File: src/rtl/arith_pkg.sv
// Shared arithmetic datapath definitions: operand width, divider FSM states,
// divide-by-zero quotient and the sign/zero/parity flag helper shared with the ALU.
package arith_pkg;

    localparam int unsigned WIDTH = 16;
    localparam logic [WIDTH-1:0] DIV0_Q = 16'hFFFF;

    typedef enum logic {
        IDLE = 1'b0,
        RUN  = 1'b1
    } state_e;

    typedef struct packed {
        logic sign;
        logic zero;
        logic parity;
    } flags_t;

    function automatic flags_t calc_flags(input logic [WIDTH-1:0] v);
        flags_t f;
        f.sign   = v[WIDTH-1];
        f.zero   = (v == '0);
        f.parity = ~^v;
        return f;
    endfunction

    function automatic logic [4:0] add4(input logic [3:0] a, input logic [3:0] b, input logic ci);
        return 5'(a) + 5'(b) + 5'(ci);
    endfunction

endpackage

File: src/rtl/div_step.sv
// One restoring-division iteration: shift the next dividend bit into the
// partial remainder, trial-subtract the divisor and keep or restore.
module div_step
    import arith_pkg::*;
#(
    parameter int unsigned WIDTH = 16
) (
    input  logic [WIDTH-1:0] p,
    input  logic [WIDTH-1:0] a,
    input  logic [WIDTH-1:0] d,
    output logic [WIDTH-1:0] p_next,
    output logic [WIDTH-1:0] a_next
);

    localparam int unsigned NIB = WIDTH / 4;

    logic [WIDTH:0]   t;
    logic [WIDTH-1:0] nd;
    logic [WIDTH-1:0] diff;
    logic [NIB:0]     carry;
    logic             borrow;

    always_comb begin
        t        = {p, a[WIDTH-1]};
        nd       = ~d;
        carry    = '0;
        carry[0] = 1'b1;
        diff     = '0;
        for (int i = 0; i < NIB; i++) begin
            {carry[i+1], diff[4*i +: 4]} = add4(t[4*i +: 4], nd[4*i +: 4], carry[i]);
        end
        // Top bit adds an inverted zero (a one), so its carry-out collapses to an OR.
        borrow = ~(t[WIDTH] | carry[NIB]);
        if (!borrow) begin
            p_next = diff;
            a_next = {a[WIDTH-2:0], 1'b1};
        end else begin
            p_next = t[WIDTH-1:0];
            a_next = {a[WIDTH-2:0], 1'b0};
        end
    end

endmodule

File: src/rtl/div16_seq.sv
// Sequential unsigned restoring divider, one quotient bit per clock, with a
// start/busy/done handshake and ALU-style flags on the quotient.
module div16_seq
    import arith_pkg::*;
#(
    parameter int unsigned WIDTH = 16
) (
    input  logic             clk,
    input  logic             rst_n,
    input  logic             start,
    input  logic [WIDTH-1:0] X,
    input  logic [WIDTH-1:0] Y,
    output logic             busy,
    output logic             done,
    output logic [WIDTH-1:0] Q,
    output logic [WIDTH-1:0] R,
    output logic             sign,
    output logic             zero,
    output logic             parity,
    output logic             overflow
);

    localparam int unsigned CNT_W = $clog2(WIDTH);

    state_e           state_q, state_d;
    logic [WIDTH-1:0] a_q, a_d, dvs_q, dvs_d, p_q, p_d;
    logic [CNT_W-1:0] cnt_q, cnt_d;
    logic             div0_q, div0_d;
    logic             busy_d, done_d, ovf_d;
    logic [WIDTH-1:0] q_d, r_d;
    flags_t           flags_q, flags_d;
    logic [WIDTH-1:0] p_nxt, a_nxt;

    div_step #(.WIDTH(WIDTH)) u_step (
        .p      (p_q),
        .a      (a_q),
        .d      (dvs_q),
        .p_next (p_nxt),
        .a_next (a_nxt)
    );

    // Next-state and next-output logic; a zero divisor parks one cycle in IDLE
    // with div0_q set so its result lands on the edge after the accept.
    always_comb begin
        state_d = state_q;
        a_d     = a_q;
        dvs_d   = dvs_q;
        p_d     = p_q;
        cnt_d   = cnt_q;
        div0_d  = 1'b0;
        busy_d  = busy;
        done_d  = 1'b0;
        q_d     = Q;
        r_d     = R;
        flags_d = flags_q;
        ovf_d   = overflow;
        case (state_q)
            IDLE: begin
                if (div0_q) begin
                    q_d     = WIDTH'(DIV0_Q);
                    r_d     = a_q;
                    flags_d = calc_flags(WIDTH'(DIV0_Q));
                    ovf_d   = 1'b1;
                    done_d  = 1'b1;
                end else if (start) begin
                    a_d   = X;
                    dvs_d = Y;
                    p_d   = '0;
                    cnt_d = '0;
                    if (Y != '0) begin
                        busy_d  = 1'b1;
                        state_d = RUN;
                    end else begin
                        div0_d = 1'b1;
                    end
                end
            end
            RUN: begin
                a_d   = a_nxt;
                p_d   = p_nxt;
                cnt_d = cnt_q + CNT_W'(1);
                if (cnt_q == CNT_W'(WIDTH - 1)) begin
                    q_d     = a_nxt;
                    r_d     = p_nxt;
                    flags_d = calc_flags(a_nxt);
                    ovf_d   = 1'b0;
                    done_d  = 1'b1;
                    busy_d  = 1'b0;
                    state_d = IDLE;
                end
            end
            default: state_d = IDLE;
        endcase
    end

    always_ff @(posedge clk or negedge rst_n) begin
        if (!rst_n) begin
            state_q  <= IDLE;
            a_q      <= '0;
            dvs_q    <= '0;
            p_q      <= '0;
            cnt_q    <= '0;
            div0_q   <= 1'b0;
            busy     <= 1'b0;
            done     <= 1'b0;
            Q        <= '0;
            R        <= '0;
            flags_q  <= '0;
            overflow <= 1'b0;
        end else begin
            state_q  <= state_d;
            a_q      <= a_d;
            dvs_q    <= dvs_d;
            p_q      <= p_d;
            cnt_q    <= cnt_d;
            div0_q   <= div0_d;
            busy     <= busy_d;
            done     <= done_d;
            Q        <= q_d;
            R        <= r_d;
            flags_q  <= flags_d;
            overflow <= ovf_d;
        end
    end

    assign sign   = flags_q.sign;
    assign zero   = flags_q.zero;
    assign parity = flags_q.parity;

endmodule

File: config.mk
export PLATFORM = sky130hd
export DESIGN_NAME = div16_seq
export DESIGN_NICKNAME = d
export VERILOG_FILES = /design/src/rtl/arith_pkg.sv /design/src/rtl/div_step.sv /design/src/rtl/div16_seq.sv
export SDC_FILE = /design/constraint.sdc
export NUM_CORES = 1
export LEC_CHECK = 0
export ABC_AREA = 1
export BUFFER_PORTS_ARGS = -buffer_cell sky130_fd_sc_hd__buf_4
export CORE_UTILIZATION = 57
export DETAILED_ROUTE_END_ITERATION = 10
export PLACE_DENSITY_LB_ADDON = 0.08
export SYNTH_ARGS = -nofsm -noshare
export SYNTH_HDL_FRONTEND = slang
export SYNTH_HIERARCHICAL = 1
export SYNTH_SLANG_ARGS = --single-unit
File: constraint.sdc
create_clock -name clk -period 8.5 [get_ports clk]
set_clock_uncertainty 0.15 [all_clocks]
set_input_delay 2.55 -clock clk [delete_from_list [all_inputs] [get_ports clk]]
set_output_delay 2.55 -clock clk [all_outputs]
set_load 0.005 [all_outputs]
After elaboration in Yosys (flattened, before gate mapping)
Cells that the tools add are included.
{"block": "totals", "ff_bits": 92, "in_bits": 35}
{"block": "op_classes", "muxes": 39, "reduce_logical": 7, "add_sub_neg": 9, "n_bitwise": 4, "n_eq_ne": 6}
{"cell": "$mux 16", "count": 9}
{"cell": "$pmux 16 s2", "count": 4}
{"cell": "$add 4x4->5", "count": 4}
{"cell": "$logic_not 16->1", "count": 1}
{"cell": "$mux 1", "count": 16}
{"cell": "$not 16->16", "count": 1}
{"cell": "$reduce_bool 16->1", "count": 1}
{"cell": "$reduce_xnor 16->1", "count": 1}
{"cell": "$add 5x1->5", "count": 3}
{"cell": "$mux 4", "count": 2}
{"cell": "$ne 2x2->1 const B", "count": 4}
{"cell": "$pmux 1 s2", "count": 4}
{"cell": "$pmux 4 s2", "count": 1}
{"cell": "$mux 3", "count": 2}
{"cell": "$pmux 3 s2", "count": 1}
{"cell": "$add 5x1->5 const B", "count": 1}
{"cell": "$add 4x1->4 const B", "count": 1}
{"cell": "$eq 4x4->1 const B", "count": 1}
{"cell": "$reduce_and 2->1", "count": 2}
{"cell": "$reduce_and 4->1", "count": 1}
{"cell": "$reduce_and 3->1", "count": 1}
{"cell": "$ne 2x1->1 const B", "count": 1}
{"cell": "$not 1->1", "count": 2}
{"cell": "$or 1x1->1", "count": 1}

Logic depth before layout (Yosys ltp)
Gate-level depths: netlist of the first run.
{"block": "depth", "ltp_word": 11, "depth_mapped": 31, "mapped_depth_nobuf": 29}

By module
The synthesis of the first run kept the hierarchy.
{"module": "div16_seq", "cells_per_inst": 429, "area_each_um2": 3870.0, "seq_area_each_um2": 2277.2, "n_inst": 1}
{"module": "div_step", "cells_per_inst": 152, "area_each_um2": 1019.7, "seq_area_each_um2": 0.0, "n_inst": 1}

Worst setup path after synthesis of the first run
Ideal clock, no wire load.
{"block": "synth_path", "path_kind": "flip-flop to flip-flop", "start": "register a_q[15]", "end": "register flags_q (netlist bit parity)", "period_less_slack_ns": 5.958, "setup_time_ns": 0.117, "t_arrival_ns": 5.691, "setup_slack_ns": 2.542, "path_stages_with_launch": 31, "cell_sequence": "dfrtp_1 > inv_1 > ha_1 > fa_1 > nor2_1 > a211oi_1 > fa_1 > fa_1 > nor2_1 > a211oi_1 > fa_1 > fa_1 > nor2_1 > a211oi_1 > fa_1 > fa_1 > inv_1 > nand3_2 > nand3_2 > buf_6 > buf_12 > inv_1 > ha_1 > nand2_1 > inv_1 > nor2_1 > nand2_1 > nand2_1 > nor2_1 > nor2_1 > nor2_1"}
{"block": "synth_via", "elab_chain_cells": 10}
{"element": "start, declared", "line_no": "div16_seq.sv:26", "rtl": "logic [WIDTH-1:0] a_q, a_d, dvs_q, dvs_d, p_q, p_d;"}
{"element": "start signal, assigned", "line_no": "div16_seq.sv:99", "rtl": "a_q <= '0;"}
{"element": "start signal, assigned", "line_no": "div16_seq.sv:112", "rtl": "a_q <= a_d;"}
{"element": "$add 4x4->5", "line_no": "arith_pkg.sv:28", "rtl": "return 5'(a) + 5'(b) + 5'(ci);"}
{"element": "$add 5x1->5 (4 in series)", "line_no": "arith_pkg.sv:28"}
{"element": "$or 1x1->1", "line_no": "div_step.sv:33", "rtl": "borrow = ~(t[WIDTH] | carry[NIB]);"}
{"element": "$mux 1", "line_no": "div_step.sv:34", "rtl": "if (!borrow) begin"}
{"element": "net a_nxt[0]", "line_no": "div16_seq.sv:32", "rtl": "logic [WIDTH-1:0] p_nxt, a_nxt;"}
{"element": "$reduce_xnor 16->1", "line_no": "arith_pkg.sv:23", "rtl": "f.parity = ~^v;"}
{"element": "$mux 3", "line_no": "div16_seq.sv:82", "rtl": "if (cnt_q == CNT_W'(WIDTH - 1)) begin"}
{"element": "$pmux 3 s2", "line_no": "div16_seq.sv:57", "rtl": "case (state_q)"}
{"element": "end signal, assigned", "line_no": "div16_seq.sv:121", "rtl": "flags_q <= flags_d;"}
{"element": "end, declared", "line_no": "div16_seq.sv:31", "rtl": "flags_t flags_q, flags_d;"}
The timed path passes the listed nets, and every way through them passes these cells. The select of a mux whose other input is x is not followed.
A chain may end at the register's enable or synchronous reset.

Final worst setup path of the first run
Same ends and word-level chain as after synthesis.

==> results_dict.tcl, run 1 <==
set metrics [dict create \
    end_kind "flop" \
    antenna_left 0 \
    rows 33 \
    numClockSinks 91 \
    met1_usage_pct 34.4 \
    yosysWarnings 6 \
    outcome "finished clean" \
    viasPerCell 5.30 \
    cp_slowest_cell "fa_1" \
    dp_cells 723 \
    period_share_pct 76.9 \
    synth_cell_types 30 \
    yosysTopAreaCell "dfrtp_1" \
    grt_pass1_vias 3842 \
    period_needed_ps 6540 \
    peakVddDrop_mv 0.198 \
    cpMostUsedCell "fa_1" \
    htreeDepth 3 \
    finalNetCount 693 \
    fin_cells 739 \
    hold_path.class "reg2reg" \
    cts_resized 0 \
    grt_pass1_wl_um 18000 \
    met2_usage_pct 44.4 \
    hold_violations 0 \
    synth_top_area_share_pct 46.6 \
    drtIter0Drc 172 \
    dp.final_hpwl_um 7550 \
    critPathKind "reg2reg" \
    clk_latency_ps 370 \
    wl_um 10500 \
    n_fill_cell 715 \
    crit_path_start_kind "flop" \
    grt_max_degree 70 \
    hold_buffers 0 \
    postCtsSetupBuffers 0 \
    worstPathRequired_ps 8660 \
    drv_slew 0 \
    antenna_found_initial 0 \
    syn-num-nets 645 \
    power_leakage_nw 2.84 \
    grtUsageTotal_pct 26.4 \
    portBuffers 72 \
    critPathMaxStageDelay_ps 480 \
    top_usage_layer "met2" \
    die_h_um 94.6 \
    cp_max_fo 29 \
    grt_setup_unrepaired "no" \
    grt_overflow_total 0 \
    final_cell_mix "nand2_1, dfrtp_1, inv_1, buf_4, nor2_1" \
    cts_tree "built" \
    drive_above_1_share_pct 17.2 \
    grt_use_met3_pct 3.54 \
    clockBufferDepth 2 \
    final_common_cell "nand2_1" \
    die_x_um 94.6 \
    crit_family "adder cells" \
    syn_area_per_cell_um2 8.42 \
    core-area_mm2 0.00826 \
    netlist_instances 581 \
    cp.buffers_inverters 4 \
    vias 3916 \
    synth-seq-cells 91 \
    gp_congestion 0.834 \
    cellPowerDensity_mw_per_mm2 452 \
    path_clk_slew_ps 100 \
    cp.arrival_ps 6700 \
    antenna_cells 0 \
    dr.pass1.iters 4 \
    area_delta_synth_final_pct 13.2 \
    pin_count 73 \
    wl_per_cell_um 14.2 \
    slew_headroom_pct 39.3 \
    finalSetupTns_ps 0 \
    drc 0 \
    synth.area.top_cells "dfrtp_1, nand2_1, inv_1, ha_1, nor2_1" \
    cts-buffers-inserted 9 \
    tightest_slew_ps 908 \
    die-area_mm2 0.00895 \
    clockRootBuffer "clkbuf_8" \
    setup-violations-final 0 \
    synth.yosys.seq_area_share_pct 46.6 \
    start_util_pct 59.2 \
    syn_area_mm2 0.00489 \
    cap_violations 0 \
    max_freq_ghz 0.153 \
]
## tightest hold or removal path, stage by stage (launching register included)
cell	delay, ps
dfrtp_1	350
nand2_1	50
nand2_1	50
## state kept, by name, indices dropped and copies added, names as in the netlist, 4 cells and up
register and flops:
cnt_q 4, dvs_q 16, p_q 16, Q 15, R 16, a_q 16
## final cells by class
| class | count | area, µm² | area share [%] |
|---|---|---|---|
| flip-flops and latches | 91 | 2280 | 41.1 |
| clock inverters | 6 | 71.3 | 1.29 |
| well taps | 105 | 131 | 2.37 |
| inverters | 93 | 349 | 6.31 |
| repair buffers | 73 | 548 | 9.90 |
| multi-input cells | 361 | 2020 | 36.5 |
| clock buffers | 10 | 138 | 2.49 |
## metal layers
| metal | share of wire, % | routed length [µm] | up-vias |
|---|---|---|---|
| met2 | 49 | 5110 | 75 |
| met5 | 0 | 0 | - |
| met3 | 3.4 | 359 | 14 |
| met4 | 1.8 | 193 | 0 |
| li1 | - | - | 1936 |
| met1 | 46 | 4850 | 1891 |
## Yosys cell counts
master	instances
o221ai_1	16
o31ai_1	2
nand3_1	10
inv_1	89
inv_2	3
clkbuf_1	2
buf_2	11
o21ai_0	18
nand2_2	2
a211oi_1	3
buf_4	19
nand3_2	7
ha_1	22
o21ai_1	7
o21ai_2	5
buf_12	1
nor2_2	1
nand4_1	11
dfrtp_1	91
buf_6	1
buf_1	2
a31oi_1	16
clkinv_1	1
a21oi_1	21
nor2_4	1
xnor2_1	5
nor2_1	50
nand2_1	156
a21oi_4	1
fa_1	7
## where the power goes
group	switching, mW	internal, mW
Sequential	0.139	0.635
Clock	0.164	0.147
Combinational	0.831	0.587
## cells by family (layout without fill, tap and decap cells)
kind of cell / count (synthesis) / count (layout) / share of synthesized area [%]
XOR/XNOR: 5 / 5 / 0.896
AND/OR/NAND/NOR: 238 / 238 / 20.3
AO/OA/AOI/OAI: 89 / 89 / 11.6
flip-flops: 91 / 91 / 46.6
buffers and inverters: 129 / 182 / 12.1
adder cells (fa/ha/maj): 29 / 29 / 8.50
## path summary, 6_finish.rpt
check	endpoint	slack, ps	depth (start not counted)	from
max	parity	1960	29	a_q[15]
min	p_q[11]	330	2	p_q[11]
max reg2reg	parity	1960	29	a_q[15]
min reg2reg	p_q[11]	330	2	p_q[11]
max in group asynchronous	p_q[12]	5140	2	rst_n
min in group asynchronous	dvs_q[2]	1920	1	rst_n
## stage by stage
stage          util [%]  power (mW)  hold slack [ps]  setup WS (ps)  cell area [µm²]
5_1_grt            67.0        2.79              365           1410             5530
6_report           67.0        2.50              330           1960             5530
4_1_cts            67.0        2.51              330           1950             5530
2_1_floorplan         -        1.88              292           2540             4890
3_3_place_gp       64.5        2.13              307           2140             5330
3_5_place_dp       64.5        2.20              310           1970             5330
No activity file was read; power rests on OpenSTA's default activity.
==> inputs of run 2 (changes only) <==
==> constraint.sdc (replaced) <==
create_clock -name clk -period 6.65 [get_ports clk]
set_clock_uncertainty 0.15 [all_clocks]
set_input_delay 1.995 -clock clk [delete_from_list [all_inputs] [get_ports clk]]
set_output_delay 1.995 -clock clk [all_outputs]
set_load 0.005 [all_outputs]
==> run 2 against run 1 <==
Effect of this change:
- final area grew 0.41%
- critical endpoint unchanged
- utilization grew 0.27 points
- total power grew 29%
- largest power group unchanged
- clock-buffer cell count is the same
==> results_dict.tcl, run 2 (synthesis results as in run 1) <==
set metrics [dict create \
    die_x_um 94.6 \
    final_common_cell "nand2_1" \
    hold_buffers 0 \
    cap_violations 0 \
    period_needed_ps 6090 \
    clockRootBuffer "clkbuf_8" \
    worstPathRequired_ps 6800 \
    grt_max_degree 68 \
    finalNetCount 694 \
    hold_violations 0 \
    r2r_setup_slack_ps 560 \
    grt_setup_unrepaired "no" \
    postPlaceCellArea_mm2 0.00533 \
    wl_um 10500 \
    utilization_pct 67.3 \
    pin_count 73 \
    hold_path.class "reg2reg" \
    slew_headroom_pct 40.4 \
    fin_cells 740 \
    vias 3945 \
    clk_latency_ps 360 \
    critPathMaxStageDelay_ps 480 \
    gp_congestion 0.826 \
    portBuffers 72 \
    peakVddDrop_mv 0.269 \
    cellPowerDensity_mw_per_mm2 581 \
    grtUsageTotal_pct 26.3 \
    dp.final_hpwl_um 7670 \
    grt_pass1_wl_um 18100 \
    crit_path_start_kind "flop" \
    period_share_pct 91.6 \
    critPathKind "reg2reg" \
    rows 33 \
    drv_slew 0 \
    drive_above_1_share_pct 17.2 \
    die_h_um 94.6 \
    wl_per_cell_um 14.2 \
    power_leakage_nw 2.85 \
    setup-violations-final 0 \
    antenna_cells 0 \
    final_cell_mix "nand2_1, dfrtp_1, inv_1, buf_4, nor2_1" \
    clockBufferDepth 2 \
    outcome "finished clean" \
    cts_resized 0 \
    cp_max_fo 5 \
    drtIter0Drc 212 \
    dr.pass1.iters 5 \
    postCtsSetupBuffers 0 \
    cts-buffers-inserted 9 \
    cts_tree "built" \
    drc 0 \
    core-area_mm2 0.00826 \
    total_power_mw 3.23 \
    numClockSinks 91 \
    antenna_found_initial 0 \
    start_util_pct 59.2 \
    final_area_mm2 0.00556 \
    cp_slowest_cell "fa_1" \
    die-area_mm2 0.00895 \
    dp_cells 724 \
    finalSetupTns_ps 0 \
    area_delta_synth_final_pct 13.6 \
    cpMostUsedCell "fa_1" \
    antenna_left 0 \
    cp.arrival_ps 6240 \
    max_freq_ghz 0.164 \
    viasPerCell 5.33 \
    grt_pass1_vias 3902 \
    grt_overflow_total 0 \
    end_kind "flop" \
    tightest_slew_ps 890 \
    htreeDepth 3 \
    path_clk_slew_ps 100 \
]
## run 2: per-layer routing
layer	global-route usage, %	up-vias	wire length, µm
li1	-	1945	-
met1	34.3	1905	4760
met2	44.1	79	5190
met3	3.95	16	387
met4	10.4	0	200
met5	0	-	0
## run 2: cell type report
| class | instances | area, µm² |
|---|---|---|
| Inverter | 93 | 349 |
| Sequential cell | 91 | 2280 |
| Clock inverter | 6 | 96.3 |
| Timing Repair Buffer | 74 | 556 |
| Fill cell | 697 | 2700 |
| Multi-Input combinational cell | 361 | 2020 |
| Clock buffer | 10 | 128 |
| Tap cell | 105 | 131 |
## run 2: path summary, 6_finish.rpt
path / start / end / cells past startpoint
hold reg to reg: p_q[15] / p_q[15] / 2
max in group asynchronous: rst_n / dvs_q[0] / 2
setup / recovery: a_q[15] / parity / 29
min in group asynchronous: rst_n / dvs_q[1] / 1
setup reg to reg: a_q[15] / parity / 29
hold / removal: p_q[15] / p_q[15] / 2
## run 2: stage by stage
| stage | hold slack, ps | worst slack, ps |
|---|---|---|
| after floorplan | 292 | 692 |
| after global placement | 306 | 763 |
| after detailed placement | 320 | 584 |
| final | 339 | 556 |
| after CTS | 342 | 573 |
| after global routing | 353 | 217 |
## run 2: where the power goes
group / total (mW) / switching (mW) / leakage (nW) / internal, mW
registers: 0.990 / 0.179 / 1.06 / 0.811
logic: 1.81 / 1.06 / 1.69 / 0.756
clock network: 0.423 / 0.207 / 0.109 / 0.217
## run 2: critical path, delay by kind of cell, from the launching register on
kind                     cells  cell delay (ps)
AO/OA/AOI/OAI                3              210
flip-flops                   1              350
buffers and inverters        4              270
AND/OR/NAND/NOR             13             1200
adder cells (fa/ha/maj)      9             3870
